==> src/rtl/bcd_pkg.sv <==
// rtl/bcd_pkg.sv - shared types, constants and helpers for the serial BCD adder
package bcd_pkg;

  typedef enum logic [1:0] {
    IDLE = 2'd0,
    RUN  = 2'd1,
    DONE = 2'd2
  } state_t;

  localparam int          BCD_W   = 4;
  localparam logic [3:0]  BCD_MAX = 4'd9;

  // A packed-BCD digit is only legal in 0..9.
  function automatic logic bcd_digit_invalid(input logic [BCD_W-1:0] d);
    return (d > BCD_MAX);
  endfunction

endpackage

==> src/rtl/bcd_serial_add_ctrl_if.sv <==
// rtl/bcd_serial_add_ctrl_if.sv - request/response bundle of the serial BCD adder
// master drives start/op_a/op_b/cin and observes busy/done/result/cout/invalid;
// slave (the sequencer) is the reverse.
interface bcd_serial_add_ctrl_if #(
  parameter int DIGITS = 4
);
  logic                  start;
  logic [4*DIGITS-1:0]   op_a;
  logic [4*DIGITS-1:0]   op_b;
  logic                  cin;
  logic                  busy;
  logic                  done;
  logic [4*DIGITS-1:0]   result;
  logic                  cout;
  logic                  invalid;

  modport master (
    output start, op_a, op_b, cin,
    input  busy, done, result, cout, invalid
  );

  modport slave (
    input  start, op_a, op_b, cin,
    output busy, done, result, cout, invalid
  );
endinterface

==> src/rtl/bcdadd.sv <==
// rtl/bcdadd.sv - combinational single-digit BCD adder
// Ports: cin, a[3:0], b[3:0] in; sum[3:0], cout out.
module bcdadd (
  input  logic       cin,
  input  logic [3:0] a,
  input  logic [3:0] b,
  output logic [3:0] sum,
  output logic       cout
);

  logic [4:0] raw;
  logic [4:0] adj;

  // Binary sum, then the classic +6 correction when it leaves 0..9.
  // Illegal input digits simply pass through the same correction.
  always_comb begin
    raw  = {1'b0, a} + {1'b0, b} + {4'd0, cin};
    adj  = raw + 5'd6;
    sum  = raw[3:0];
    cout = 1'b0;
    if (raw > 5'd9) begin
      sum  = adj[3:0];
      cout = 1'b1;
    end
  end

endmodule

==> src/rtl/bcd_serial_add_ctrl.sv <==
// rtl/bcd_serial_add_ctrl.sv - digit-serial packed-BCD adder sequencer
// Ports: clk, rst_n (async active-low), bus (slave modport):
//   start/op_a/op_b/cin request, busy/done/result/cout/invalid response.
// One bcdadd instance is time-shared LSD->MSD, one digit per clock.
module bcd_serial_add_ctrl
  import bcd_pkg::*;
#(
  parameter int DIGITS = 4,
  parameter int IDX_W  = (DIGITS > 1) ? $clog2(DIGITS) : 1
) (
  input  logic                    clk,
  input  logic                    rst_n,
  bcd_serial_add_ctrl_if.slave    bus
);

  localparam int                 DW       = BCD_W * DIGITS;
  localparam logic [IDX_W-1:0]   LAST_IDX = IDX_W'(DIGITS - 1);

  state_t             state_q, state_d;
  logic [DW-1:0]      a_q, a_d;
  logic [DW-1:0]      b_q, b_d;
  logic [DW-1:0]      result_q, result_d;
  logic [IDX_W-1:0]   idx_q, idx_d;
  logic               carry_q, carry_d;
  logic               cout_q, cout_d;
  logic               invalid_q, invalid_d;
  logic               busy_q, busy_d;
  logic               done_q, done_d;

  logic [IDX_W+1:0]   bit_off;
  logic [BCD_W-1:0]   dig_a, dig_b, add_sum;
  logic               add_cout;
  logic               inv_any;

  // Bit offset of the current digit (index * 4).
  assign bit_off = {idx_q, 2'b00};
  assign dig_a   = a_q[bit_off +: BCD_W];
  assign dig_b   = b_q[bit_off +: BCD_W];

  bcdadd u_bcdadd (
    .cin  (carry_q),
    .a    (dig_a),
    .b    (dig_b),
    .sum  (add_sum),
    .cout (add_cout)
  );

  // Digit legality is judged on the live inputs, captured only on accept.
  always_comb begin
    inv_any = 1'b0;
    for (int i = 0; i < DIGITS; i++) begin
      inv_any = inv_any
              | bcd_digit_invalid(bus.op_a[i*BCD_W +: BCD_W])
              | bcd_digit_invalid(bus.op_b[i*BCD_W +: BCD_W]);
    end
  end

  always_comb begin
    state_d   = state_q;
    a_d       = a_q;
    b_d       = b_q;
    result_d  = result_q;
    idx_d     = idx_q;
    carry_d   = carry_q;
    cout_d    = cout_q;
    invalid_d = invalid_q;

    case (state_q)
      IDLE: begin
        if (bus.start) begin
          a_d       = bus.op_a;
          b_d       = bus.op_b;
          carry_d   = bus.cin;
          idx_d     = '0;
          result_d  = '0;
          cout_d    = 1'b0;
          invalid_d = inv_any;
          state_d   = RUN;
        end
      end
      RUN: begin
        result_d[bit_off +: BCD_W] = add_sum;
        carry_d                    = add_cout;
        if (idx_q == LAST_IDX) begin
          cout_d  = add_cout;
          idx_d   = '0;
          state_d = DONE;
        end else begin
          idx_d = idx_q + 1'b1;
        end
      end
      DONE: begin
        state_d = IDLE;
      end
      default: begin
        state_d = IDLE;
      end
    endcase

    // Status flags are registered copies of the upcoming state.
    busy_d = (state_d == RUN);
    done_d = (state_d == DONE);
  end

  always_ff @(posedge clk or negedge rst_n) begin
    if (!rst_n) begin
      state_q   <= IDLE;
      a_q       <= '0;
      b_q       <= '0;
      result_q  <= '0;
      idx_q     <= '0;
      carry_q   <= 1'b0;
      cout_q    <= 1'b0;
      invalid_q <= 1'b0;
      busy_q    <= 1'b0;
      done_q    <= 1'b0;
    end else begin
      state_q   <= state_d;
      a_q       <= a_d;
      b_q       <= b_d;
      result_q  <= result_d;
      idx_q     <= idx_d;
      carry_q   <= carry_d;
      cout_q    <= cout_d;
      invalid_q <= invalid_d;
      busy_q    <= busy_d;
      done_q    <= done_d;
    end
  end

  assign bus.busy    = busy_q;
  assign bus.done    = done_q;
  assign bus.result  = result_q;
  assign bus.cout    = cout_q;
  assign bus.invalid = invalid_q;

endmodule

==> src/flat_wrapper.sv <==
// flat-port wrapper written by rule: the top's interface ports become plain ports
module bcd_serial_add_ctrl_flat import bcd_pkg::*;
#(
  parameter int DIGITS = 4,
  parameter int IDX_W  = (DIGITS > 1) ? $clog2(DIGITS) : 1
)
  (clk, rst_n, bus_start, bus_op_a, bus_op_b, bus_cin, bus_busy, bus_done, bus_result, bus_cout, bus_invalid);
  bcd_serial_add_ctrl_if #(.DIGITS(DIGITS)) bus_i ();
  input  logic clk;
  input  logic rst_n;
  input wire logic [$bits(bus_i.start)-1:0] bus_start;
  input wire logic [$bits(bus_i.op_a)-1:0] bus_op_a;
  input wire logic [$bits(bus_i.op_b)-1:0] bus_op_b;
  input wire logic [$bits(bus_i.cin)-1:0] bus_cin;
  output wire logic [$bits(bus_i.busy)-1:0] bus_busy;
  output wire logic [$bits(bus_i.done)-1:0] bus_done;
  output wire logic [$bits(bus_i.result)-1:0] bus_result;
  output wire logic [$bits(bus_i.cout)-1:0] bus_cout;
  output wire logic [$bits(bus_i.invalid)-1:0] bus_invalid;
  assign bus_i.start = bus_start;
  assign bus_i.op_a = bus_op_a;
  assign bus_i.op_b = bus_op_b;
  assign bus_i.cin = bus_cin;
  assign bus_busy = bus_i.busy;
  assign bus_done = bus_i.done;
  assign bus_result = bus_i.result;
  assign bus_cout = bus_i.cout;
  assign bus_invalid = bus_i.invalid;
  bcd_serial_add_ctrl #(.DIGITS(DIGITS), .IDX_W(IDX_W)) u_core (.clk(clk), .rst_n(rst_n), .bus(bus_i));
endmodule
==> config.mk <==
export PLATFORM = sky130hd
export DESIGN_NAME = bcd_serial_add_ctrl_flat
export DESIGN_NICKNAME = d
export VERILOG_FILES = /design/src/rtl/bcd_pkg.sv /design/src/rtl/bcd_serial_add_ctrl_if.sv /design/src/rtl/bcdadd.sv /design/src/rtl/bcd_serial_add_ctrl.sv /design/src/flat_wrapper.sv
export SDC_FILE = /design/constraint.sdc
export NUM_CORES = 1
export LEC_CHECK = 0
export CORE_ASPECT_RATIO = 1.2
export CORE_UTILIZATION = 45
export CTS_CLUSTER_DIAMETER = 30
export DETAILED_ROUTE_END_ITERATION = 10
export PLACE_DENSITY = 0.68
export SLEW_MARGIN = 40
export SYNTH_ARGS = -nofsm -noshare
export SYNTH_HDL_FRONTEND = slang
export SYNTH_SLANG_ARGS = --single-unit
==> constraint.sdc <==
create_clock -name clk -period 4.6 [get_ports clk]
set_input_delay 1.38 -clock clk [delete_from_list [all_inputs] [get_ports clk]]
set_output_delay 1.38 -clock clk [all_outputs]
set_load 0.005 [all_outputs]
# Word level (Yosys, flattened, before mapping)
# Cells that the tools add are included.
# totals
reg_bits	57
latchBits	0
ramBits	0
rom_bits	0
input_bits	36
out_inout_bits	20
word_cells	62
memories	0
# op_classes
add_sub_neg	5
n_mul	0
n_div	0
magnitude_cmp	9
n_eq_ne	6
shift	4
muxes	16
bitwise_logic	7
n_reduce_logical	5
# ops
operator	n
4-bit > comparator, second input constant	8
16-bit one-hot mux with 2 select lines	1
16-bit by 5-bit variable part select with 4-bit output	2
16-bit bitwise mux	1
16-bit two-way mux	1
4-bit by 6-bit variable shift with 16-bit output, first input constant	1
4-bit by 6-bit variable part select with 16-bit output	1
2-bit two-way mux	4
2-bit one-hot mux with 2 select lines	2
1-bit bitwise OR	7
4-bit negation with 6-bit output	1
4-bit by 4-bit adder with 5-bit output	1
5-bit by 1-bit adder with 5-bit output	1
5-bit by 4-bit > comparator with 1-bit output, second input constant	1
4-bit by 3-bit adder with 4-bit output, second input constant	1
2-bit by 1-bit == test with 1-bit output, second input constant	2
2-bit == test, second input constant	2
1-bit two-way mux	4
4-bit two-way mux	1
1-bit one-hot mux with 2 select lines	2
2-bit AND reduction	2
3-bit AND reduction	1
2-bit by 1-bit adder with 2-bit output, second input constant	1
2-bit logical NOT	1
other kinds (3)	3

# Logic depth before layout (Yosys ltp)
# Gate-level depths: netlist of run 1.
# depth
word_depth	8
ltp_mapped	12
mapped_depth_nobuf	11

# Hierarchy
# Synthesis of run 1 repeated with hierarchy kept, for this count alone.
# unflattened
hier_cells	193
area_unflattened_um2	2721.4
# by_module_without_submodules
mod	n_inst	cells_each	area_each_um2	seq_area_each_um2
bcd_serial_add_ctrl	1	171	2509.9	1426.4
bcdadd	1	22	211.5	0.0

# Worst setup path after synthesis of run 1
# Ideal clock, no wire load.
# synth_timing
path_kind	flip-flop to flip-flop
start	register u_core.idx_q[0]
end	register u_core.result_q[6], in the netlist u_core.bus.result[6]
setup_time_ns	0.077
arrival_time_ns	3.551
required_time_ns	4.523
slack_ns	0.972
stages_incl_launch_ff	12
path_buffers	1
synth_period_minus_slack_ns	3.628
path_cell_list	dfrtp_1 > buf_2 > mux4_2 > fa_1 > fa_1 > xor2_1 > inv_1 > ha_1 > nor2b_1 > or3_1 > o311a_1 > o21ai_1
# synth_via
elab_chain_cells	8
word_cells_on_any_way	12
cone_classes	add/sub (4); order compare (1); shift (4); mux (3)
# synth_rtl
element	line	text
start: declaration	bcd_serial_add_ctrl.sv:23	logic [IDX_W-1:0] idx_q, idx_d;
start signal: assignment	bcd_serial_add_ctrl.sv:122	idx_q <= idx_d;
16-bit by 5-bit variable part select with 4-bit output, on equally long branches	bcd_serial_add_ctrl.sv:37, bcd_serial_add_ctrl.sv:38	
4-bit by 4-bit adder with 5-bit output	bcdadd.sv:17	raw = {1'b0, a} + {1'b0, b} + {4'd0, cin};
5-bit by 1-bit adder with 5-bit output	bcdadd.sv:17	
4-bit by 3-bit adder with 4-bit output or 5-bit by 4-bit > comparator with 1-bit output (tied branches)	bcdadd.sv:18, bcdadd.sv:21	
4-bit two-way mux	bcdadd.sv:21	if (raw > 5'd9) begin
4-bit by 6-bit variable part select with 16-bit output	bcd_serial_add_ctrl.sv:82	result_d[bit_off +: BCD_W] = add_sum;
16-bit bitwise mux (*)	bcd_serial_add_ctrl.sv:82	
16-bit one-hot mux with 2 select lines (*)	bcd_serial_add_ctrl.sv:68	case (state_q)
end signal: assignment	bcd_serial_add_ctrl.sv:121	result_q <= result_d;
end: declaration	bcd_serial_add_ctrl.sv:22	logic [DW-1:0] result_q, result_d;
# Mark *: on every way between the ends. The rest lies on a longest branch, timed or not.
# A chain may end at the register's enable or synchronous reset.

# Final worst setup path of run 1
# layout_timing
start	register u_core.idx_q[0]
end	register u_core.result_q[10], in the netlist u_core.bus.result[10]
# Same word-level chain as after synthesis.

==> flow_summary.toml, run 1 <==
[floorplanning]
die_x_um = 73.17
initial_utilization_pct = 47.63
io_pins = 56
core_area_um2 = 5743
rows = 30
die_area_um2 = 6395
die_y_um = 87.41

[worst_setup_path]
cp.arrival_ns = 4.09
critical_path_buf_inv_count = 2
critPathRequiredTime_ns = 4.86
highest_cell_delay_on_the_worst_timing_path_ns = 0.52
crit_chain = "buf_4, mux4_2, fa_1, fa_1, xor2_1, inv_1, ha_1, nor2b_1, or3_1, o311a_1, o21ai_1"
timing.critical_path.slowest_stage_cell = "mux4_2"
critPathMaxFanout = 7
criticalPathCategory = "register to register"
cp-end-kind = "register"
cpLargestDelayFamily = "adder cells"
worstSetupStartpointType = "register"
critPathMostFrequentCell = "fa_1"

[clock_tree]
cts_inserted_buffers = 9
cts_hold_buffers = 0
clockRootBuffer = "clkbuf_8"
cts_tree = "built"
post_cts_resize_count = 0
clock_insertion_delay_worst_skew_ns = 0.34
cts_htree_levels = 3
ctsLongestPathBuffers = 2
numClockSinks = 57
cts.reportedPaths.clkPinSlew_ns = 0.06
post_cts_buffers = 0

[synth]
synth.ff_latch_count = 57
postSynth.topFlopCell = "dfrtp_1"
netlist_top_cells_count = "dfrtp_1, mux2_1, nand2_1"
synth-simple-area-share_pct = 9.652
synth-async-reset-ratio_pct = 100.0
postSynthAreaPerCell_um2 = 12.32
syn-cell-area_um2 = 2735
synth_cells = 222
total_number_of_yosys_warnings = 0
synth_top_cell_by_area = "dfrtp_1"
combinational_family_with_the_most_area_after_synthesis = "multiplexers"
post_synth_mux_area_share_pct = 20.13
synth_top_area_share_pct = 52.15
synth-compound-area-share_pct = 10.48
yosysMostFrequentCell = "dfrtp_1"
synth-seq-area-share_pct = 52.15
synth-xor-area-share_pct = 0.6404
synth-edff-count = 0
synth.distinct_cells = 40
yosys.area_share.adder_pct = 5.124
mappedNetlistNets = 268
synthTopCellsByArea = "dfrtp_1, mux2_1, mux4_2"

[place]
dp_slack_ns = 0.7887
last_weighted_congestion_value_of_the_routability_driven_placer = 0.8889
dp.final_hpwl_um = 4078
buffer_ports.inserted = 55

[drt]
drc = 0
drt-total-wl_um = 5449
detail-route-antenna-nets = 0
vias = 1947
detailedRoute.firstPassIterationCount = 4
wl_per_cell_um = 14.81
drt_iter0_markers = 140
post_drt_via_cell_ratio = 5.291

[sta]
finalClockSkew_ns = 0.009572
timing.final.crit_period_ns = 3.834
setup_slack_ns = 0.7656
timing.final.max_slew_violations = 0
setup_total_negative_slack_ns = 0
fmaxAchievable_mhz = 260.8
tightestPinTransition_ns = 0.5255
worst_slew_margin_rel_pct = 64.70
layout_worst_path_cycle_share_pct = 83.36
final.hold.worst_slack_ns = 0.4789
final-setup-viol-count = 0
rsz_0062_raised_after_global_routing = "no"
timing_hold_violations_final = 0

[finish]
register_area_um2 = 1426
multi_input_comb_area_um2 = 1261
finish.net_count = 330
antenna_cells_inserted = 0
share_of_layout_cells_above_drive_strength_1_pct = 11.46
fillCellCount = 485
area.growth.synth_to_final_pct = 30.60
final_core_util_pct = 62.20

[global_routing]
overflow = 0
first_pass_grt_wire_length_um = 9397
groute.usage.overall_pct = 20.17
vias_in_the_first_global_route = 1941
maximum_number_of_pins_on_one_net_before_global_route_repair = 40
grt_antenna_before_repair = 0

[job]
cap_viol_max_count = 0

[outcome]
run_status = "completed"

[min_path]
hold_path_class = "register to register"
[final timing paths]
kind                            cells after the start  slack [ns]               endpoint                  from
max in group asynchronous                           2        2.95   u_core.bus.result[1]                 rst_n
worst max register to register                     11        0.77  u_core.bus.result[10]       u_core.idx_q[0]
min in group asynchronous                           1        1.02          u_core.b_q[7]                 rst_n
worst min-delay path                                2        0.48   u_core.bus.result[9]  u_core.bus.result[9]
worst max-delay path                               11        0.77  u_core.bus.result[10]       u_core.idx_q[0]
worst min register to register                      2        0.48   u_core.bus.result[9]  u_core.bus.result[9]
[cell families after synthesis]
| kind of cell | count (synthesis) |
|---|---|
| adder cells (fa/ha/maj) | 10 |
| AND/OR/NAND/NOR | 54 |
| flip-flops | 57 |
| multiplexers | 41 |
| XOR/XNOR | 2 |
| buffers and inverters | 12 |
| AO/OA/AOI/OAI | 46 |
[cells in the final DEF (no fill, tap or decap), types with 8 or more instances in the layout]
| master | count |
|---|---|
| dfrtp_1 | 57 |
| nand2_1 | 24 |
| o21ai_1 | 16 |
| clkdlybuf4s50_1 | 54 |
| mux4_2 | 8 |
| o21ai_0 | 10 |
| clkbuf_8 | 11 |
| mux2_1 | 28 |
| ha_1 | 8 |
[worst min-delay path, delay by kind of cell (launching register included)]
| family | cells | cell delay (ns) |
|---|---|---|
| AND/OR/NAND/NOR | 1 | 0.05 |
| flip-flops | 1 | 0.34 |
| AO/OA/AOI/OAI | 1 | 0.06 |
[registers in the layout, summed over array words and instances, names as in the netlist]
| name | count |
|---|---|
| u_core.a_q | 16 |
| u_core.b_q | 16 |
| u_core.bus.busy | 1 |
| u_core.bus.cout | 1 |
| u_core.bus.done | 1 |
| u_core.bus.invalid | 1 |
| u_core.bus.result | 16 |
| u_core.carry_q | 1 |
| u_core.idx_q | 2 |
| u_core.state_q | 2 |
[routing by layer]
| metal | part of all wire, % | vias to the layer above | track usage, % |
|---|---|---|---|
| li1 | - | 931 | - |
| met1 | 43 | 945 | 25.17 |
| met2 | 51 | 61 | 32.49 |
| met3 | 3.3 | 10 | 3.935 |
| met4 | 2.0 | 0 | 11.59 |
| met5 | 0 | - | 0 |
[through the flow]
stage	cell area [µm²]	cells
detailed placement	3377	353
finish	3572	368
floorplan	2735	222
CTS	3572	368
global placement	3374	353
global route	3572	368
[area by class of cell]
class                           count  area share, %
Clock buffer                       12          4.343
Clock inverter                      3          1.121
Inverter                            5         0.5254
Multi-Input combinational cell    153          35.31
Sequential cell                    57          39.93
Tap cell                           80          2.802
Timing Repair Buffer               58          15.97
Power of run 1 is not shown: default switching activity piles up to over one toggle a cycle in this logic, so the estimate is an artifact.
==> run 2: changes to the inputs <==
Settings changed: PLACE_DENSITY 0.68 to 0.71.
Clock period 4.6 ns to 3.25 ns, I/O delays scaled along.
==> run 2 against run 1 <==
  * Routed wire length up 5.0%
  * Highest routed layer unchanged
  * Sequential share of layout area down 0.77 points
  * Critical path depth down 1
  * Non-clock buffer count up 5
  * Clock-buffer cell count up 1
  * Via count up 1.5%
  * Core utilization up 1.3 points
  * Critical endpoint is now u_core.bus.result[2]
  * Final area up 2.1%
  * Worst setup slack worse by 0.72 ns
  * First-iteration DRC count down 28%
==> flow_summary.toml, run 2 (same netlist as run 1, synthesis figures left out) <==
[outcome]
run_status = "completed"

[clock_tree]
ctsLongestPathBuffers = 2
cts_htree_levels = 3
cts.reportedPaths.clkPinSlew_ns = 0.06
cts_tree = "built"
clockRootBuffer = "clkbuf_8"
numClockSinks = 57
cts_inserted_buffers = 9
cts_hold_buffers = 0
clock_insertion_delay_worst_skew_ns = 0.33

[min_path]
min-delay-start = "u_core.b_q[15]"
hold_path_class = "register to register"
holdPathEnd = "u_core.b_q[15]"
whs_path_depth = 1

[global_routing]
most_used_routing_layer_in_global_routing = "met2"
globalRouteMet1Util_pct = 22.55
grt_antenna_before_repair = 0
globalRouteMet2Util_pct = 36.87
vias_in_the_first_global_route = 2062
groute.usage.overall_pct = 20.78
overflow = 0
first_pass_grt_wire_length_um = 9591
maximum_number_of_pins_on_one_net_before_global_route_repair = 44
use_met3_pct = 6.134

[worst_setup_path]
cp-end-kind = "register"
critPathMaxFanout = 4
regToRegStartpoint = "u_core.idx_q[0]"
worst_r2r_path_depth = 10
worstSetupStartpointType = "register"
criticalPathCategory = "register to register"
cp.arrival_ns = 3.45
reg_to_reg_endpoint = "u_core.bus.result[2]"
worst-r2r-setup-slack_ns = 0.05
critPathRequiredTime_ns = 3.50

[finish]
mostFrequentLayoutCells = "dfrtp_1, clkdlybuf4s50_1, mux2_1, nand2_1, o21ai_1"
area.growth.synth_to_final_pct = 33.30
leading_cell_type_in_the_layout_fill_and_taps_excluded = "dfrtp_1"
finish.net_count = 335
fillCellCount = 492
antenna_cells_inserted = 0
share_of_layout_cells_above_drive_strength_1_pct = 16.67

[drt]
drt_iter0_markers = 101
wl_per_cell_um = 15.29
detailedRoute.firstPassIterationCount = 4
drc = 0
post_drt_via_cell_ratio = 5.286
drt-total-wl_um = 5719
detail-route-antenna-nets = 0
vias = 1977

[floorplanning]
rows = 30
initial_utilization_pct = 47.63
die_y_um = 87.41
die_area_um2 = 6395
core_area_um2 = 5743
io_pins = 56
die_x_um = 73.17

[place]
last_weighted_congestion_value_of_the_routability_driven_placer = 0.8955
buffer_ports.inserted = 55
dp.final_hpwl_um = 4270

[sta]
timing_hold_violations_final = 0
fmaxAchievable_mhz = 312.3
finalClockSkew_ns = 0.006898
timing.final.max_slew_violations = 0
worst_slew_margin_rel_pct = 65.65
timing.final.crit_period_ns = 3.202
layout_worst_path_cycle_share_pct = 98.52
setup_total_negative_slack_ns = 0
tightestPinTransition_ns = 0.5152
final-setup-viol-count = 0

[job]
cap_viol_max_count = 0
==> run 2: how the worst max path moves through the flow <==
stage,from,end,slack (ns),depth (start not counted)
2_1_floorplan,u_core.idx_q[0],u_core.bus.result[14],-0.08,11
3_3_place_gp,u_core.idx_q[0],u_core.bus.result[14],0.02,10
3_5_place_dp,u_core.idx_q[0],u_core.bus.result[14],-0.04,10
4_1_cts,u_core.idx_q[0],u_core.bus.result[14],0.01,10
5_1_grt,u_core.idx_q[0],u_core.bus.result[2],-0.04,10
6_report,u_core.idx_q[0],u_core.bus.result[2],0.05,10
==> run 2: worst max-delay path, cell delays in order, from the launching register on <==
cell     delay [ns]
dfrtp_2        0.40
mux4_2         0.53
fa_2           0.39
fa_2           0.38
xor2_2         0.20
inv_2          0.07
ha_4           0.16
nor2b_4        0.12
or3_4          0.33
o311a_4        0.39
o21ai_1        0.14
==> run 2: area by class of cell <==
cell class | instances | area, µm² | area share, %
clock buffers | 13 | 158.9 | 4.358
flip-flops and latches | 57 | 1428 | 39.16
repair buffers | 63 | 608.1 | 16.68
inverters | 5 | 18.77 | 0.5148
clock inverters | 3 | 15.01 | 0.4118
multi-input cells | 153 | 1318 | 36.14
well taps | 80 | 100.1 | 2.745
==> run 2: stage by stage <==
| step | worst slack, ns | instances | cell area, µm² | hold slack [ns] | util, % |
|---|---|---|---|---|---|
| CTS | 0.01108 | 374 | 3611 | 0.4841 | 62.88 |
| floorplan | -0.07930 | 222 | 2764 | 0.4524 | - |
| detailed placement | -0.03560 | 358 | 3437 | 0.4707 | 59.85 |
| finish | 0.04810 | 374 | 3646 | 0.4772 | 63.49 |
| global placement | 0.02178 | 358 | 3435 | 0.4619 | 59.80 |
| global route | -0.04270 | 374 | 3646 | 0.5074 | 63.49 |
==> run 2: timing repair <==
| action | in CTS | in global routing |
|---|---|---|
| pin swaps | 3 | 1 |
| gates cloned | 0 | 0 |
| buffers inserted | 0 | 0 |
| resized for setup | 0 | 7 |
| setup endpoints to repair | 4 | 5 |
==> run 2: layer usage <==
| metal | wire, µm | vias to the layer above |
|---|---|---|
| li1 | - | 943 |
| met1 | 2270 | 962 |
| met2 | 3081 | 59 |
| met3 | 209 | 13 |
| met4 | 157 | 0 |
| met5 | 0 | - |
Power of run 2 is left out for the same reason.
==> run 3: changes to the inputs <==
Settings changed: CORE_MARGIN from default to 5, CTS_BUF_LIST from default to sky130_fd_sc_hd__clkbuf_8.
==> run 3 against run 2 <==
  * The run now ends with setup timing left
  * Sequential share of layout area decreased by 0.69 points
  * Core utilization shrank 1.4 points
  * Maximum frequency shrank 1.5%
  * Register-to-register slack got worse by 0.05 ns
  * Via count is 0.15% lower
  * Critical path depth decreased by 1
  * Die area is 21% higher
  * Clock skew barely moved
  * Critical endpoint unchanged
  * Largest cell class unchanged
==> flow_summary.toml, run 3 (same netlist as run 1, synthesis figures left out) <==
[sta]
layout_worst_path_cycle_share_pct = 100.0
finalClockSkew_ns = 0.007152
worst_slew_margin_rel_pct = 56.34
tightestPinTransition_ns = 0.6549
rsz_0062_raised_after_global_routing = "yes"
final-setup-viol-count = 1
setup_slack_ns = -0.001256
timing.final.crit_period_ns = 3.251
timing.final.max_slew_violations = 0
fmaxAchievable_mhz = 307.6
timing_hold_violations_final = 0

[worst_setup_path]
worst_r2r_path_depth = 9
worstSetupStartpointType = "register"
reg_to_reg_endpoint = "u_core.bus.result[2]"
criticalPathCategory = "register to register"
critical_path_destination = "u_core.bus.result[2]"
cp-end-kind = "register"
critPathRequiredTime_ns = 3.51
regToRegStartpoint = "u_core.idx_q[0]"
cp.arrival_ns = 3.51
critical_path.startpoint = "u_core.idx_q[0]"
worst-r2r-setup-slack_ns = -0.001
critPathMaxFanout = 4

[clock_tree]
numClockSinks = 57
cts.reportedPaths.clkPinSlew_ns = 0.06
ctsLongestPathBuffers = 2
cts_inserted_buffers = 9
clock_insertion_delay_worst_skew_ns = 0.33
cts_tree = "built"
clockRootBuffer = "clkbuf_8"
cts_htree_levels = 3

[drt]
detailedRoute.firstPassIterationCount = 4
drc = 0
drt_iter0_markers = 67
drt-total-wl_um = 6063
vias = 1974
detail-route-antenna-nets = 0
wl_per_cell_um = 16.00
post_drt_via_cell_ratio = 5.208

[min_path]
min-delay-start = "u_core.a_q[12]"
hold_path_class = "register to register"

[global_routing]
groute.usage.overall_pct = 17.27
grt_antenna_before_repair = 0
maximum_number_of_pins_on_one_net_before_global_route_repair = 35
overflow = 0
vias_in_the_first_global_route = 2100
first_pass_grt_wire_length_um = 9832

[floorplanning]
die_area_um2 = 7744
io_pins = 56
die_x_um = 81.17
rows = 31
core_area_um2 = 5973
initial_utilization_pct = 45.79
die_y_um = 95.41

[place]
dp.final_hpwl_um = 4647
buffer_ports.inserted = 55
last_weighted_congestion_value_of_the_routability_driven_placer = 0.8315
detailed_place.area_um2 = 3457
placedCellCount = 361

[finish]
post-route-cell-area_um2 = 3711
share_of_layout_cells_above_drive_strength_1_pct = 17.85
antenna_cells_inserted = 0
mostFrequentLayoutCells = "dfrtp_1, clkdlybuf4s50_1, mux2_1, nand2_1, o21ai_1"
fillCellCount = 536
finish.net_count = 339
finish.cell_count_without_fillers = 379
area.growth.synth_to_final_pct = 35.68
leading_cell_type_in_the_layout_fill_and_taps_excluded = "dfrtp_1"

[outcome]
violations = "setup timing"
run_status = "finished with violations"

[job]
cap_viol_max_count = 0
[run 3: cell types whose count changed in the layout (fill, tap and decap cells not counted), moves of 2 or more]
cell | before | now
buf_4 | 9 | 11
clkbuf_1 | 2 | 0
clkinv_2 | 3 | 0
inv_1 | 4 | 7
[run 3: repair_timing]
| item | in CTS | in global routing |
|---|---|---|
| resized for setup | 1 | 6 |
| hold endpoints to repair | 0 | 0 |
| cloned | 0 | 0 |
| hold buffers | 0 | 0 |
| setup buffers | 0 | 3 |
| pin swaps | 6 | 3 |
| setup endpoints to repair | 4 | 7 |
[run 3: final cells by class]
| type | instances | area, µm² | share of cell area, % |
|---|---|---|---|
| sequential | 57 | 1428 | 38.47 |
| multi-input combinational | 153 | 1318 | 35.50 |
| timing repair buffer | 67 | 648.1 | 17.46 |
| clock buffer | 11 | 151.4 | 4.080 |
| tap | 82 | 102.6 | 2.765 |
| clock inverter | 4 | 45.04 | 1.214 |
| inverter | 5 | 18.77 | 0.5057 |
[run 3: through the flow]
step	setup TNS (ns)	utilization, %	hold slack, ns	worst slack (ns)
6_report	-0.001256	62.13	0.4803	-0.001256
5_1_grt	-0.3387	62.13	0.4978	-0.09183
4_1_cts	0	61.19	0.4863	0.002235
3_5_place_dp	-0.2338	57.88	0.4722	-0.08059
3_3_place_gp	0	57.88	0.4623	0.05618
2_1_floorplan	-0.2770	-	0.4524	-0.07930
[run 3: critical path: stages (launching register included)]
cell,delay (ns)
dfrtp_2,0.40
mux4_2,0.54
fa_2,0.40
fa_2,0.58
inv_1,0.06
ha_2,0.19
nor2b_4,0.13
or3_4,0.33
o311a_4,0.39
o21ai_2,0.15
[run 3: how the worst min path moves through the flow]
stage | slack, ns | endpoint | cells past startpoint
after floorplan | 0.45 | u_core.a_q[10] | 1
after global placement | 0.46 | u_core.a_q[11] | 1
after detailed placement | 0.47 | u_core.a_q[11] | 1
after CTS | 0.49 | u_core.a_q[11] | 1
after global routing | 0.50 | u_core.a_q[0] | 1
final | 0.48 | u_core.a_q[12] | 1
[run 3: metal layers]
layer  share of wire [%]  vias to the layer above  global-route usage, %  wire length [µm]
li1                    -                      948                      -                 -
met1                  40                      961                  19.84              2396
met2                  54                       55                  30.89              3300
met3                 4.5                       10                  3.686               272
met5                   0                        -                      0                 0
met4                 1.6                        0                  7.042                94
Power of run 3 is left out for the same reason.
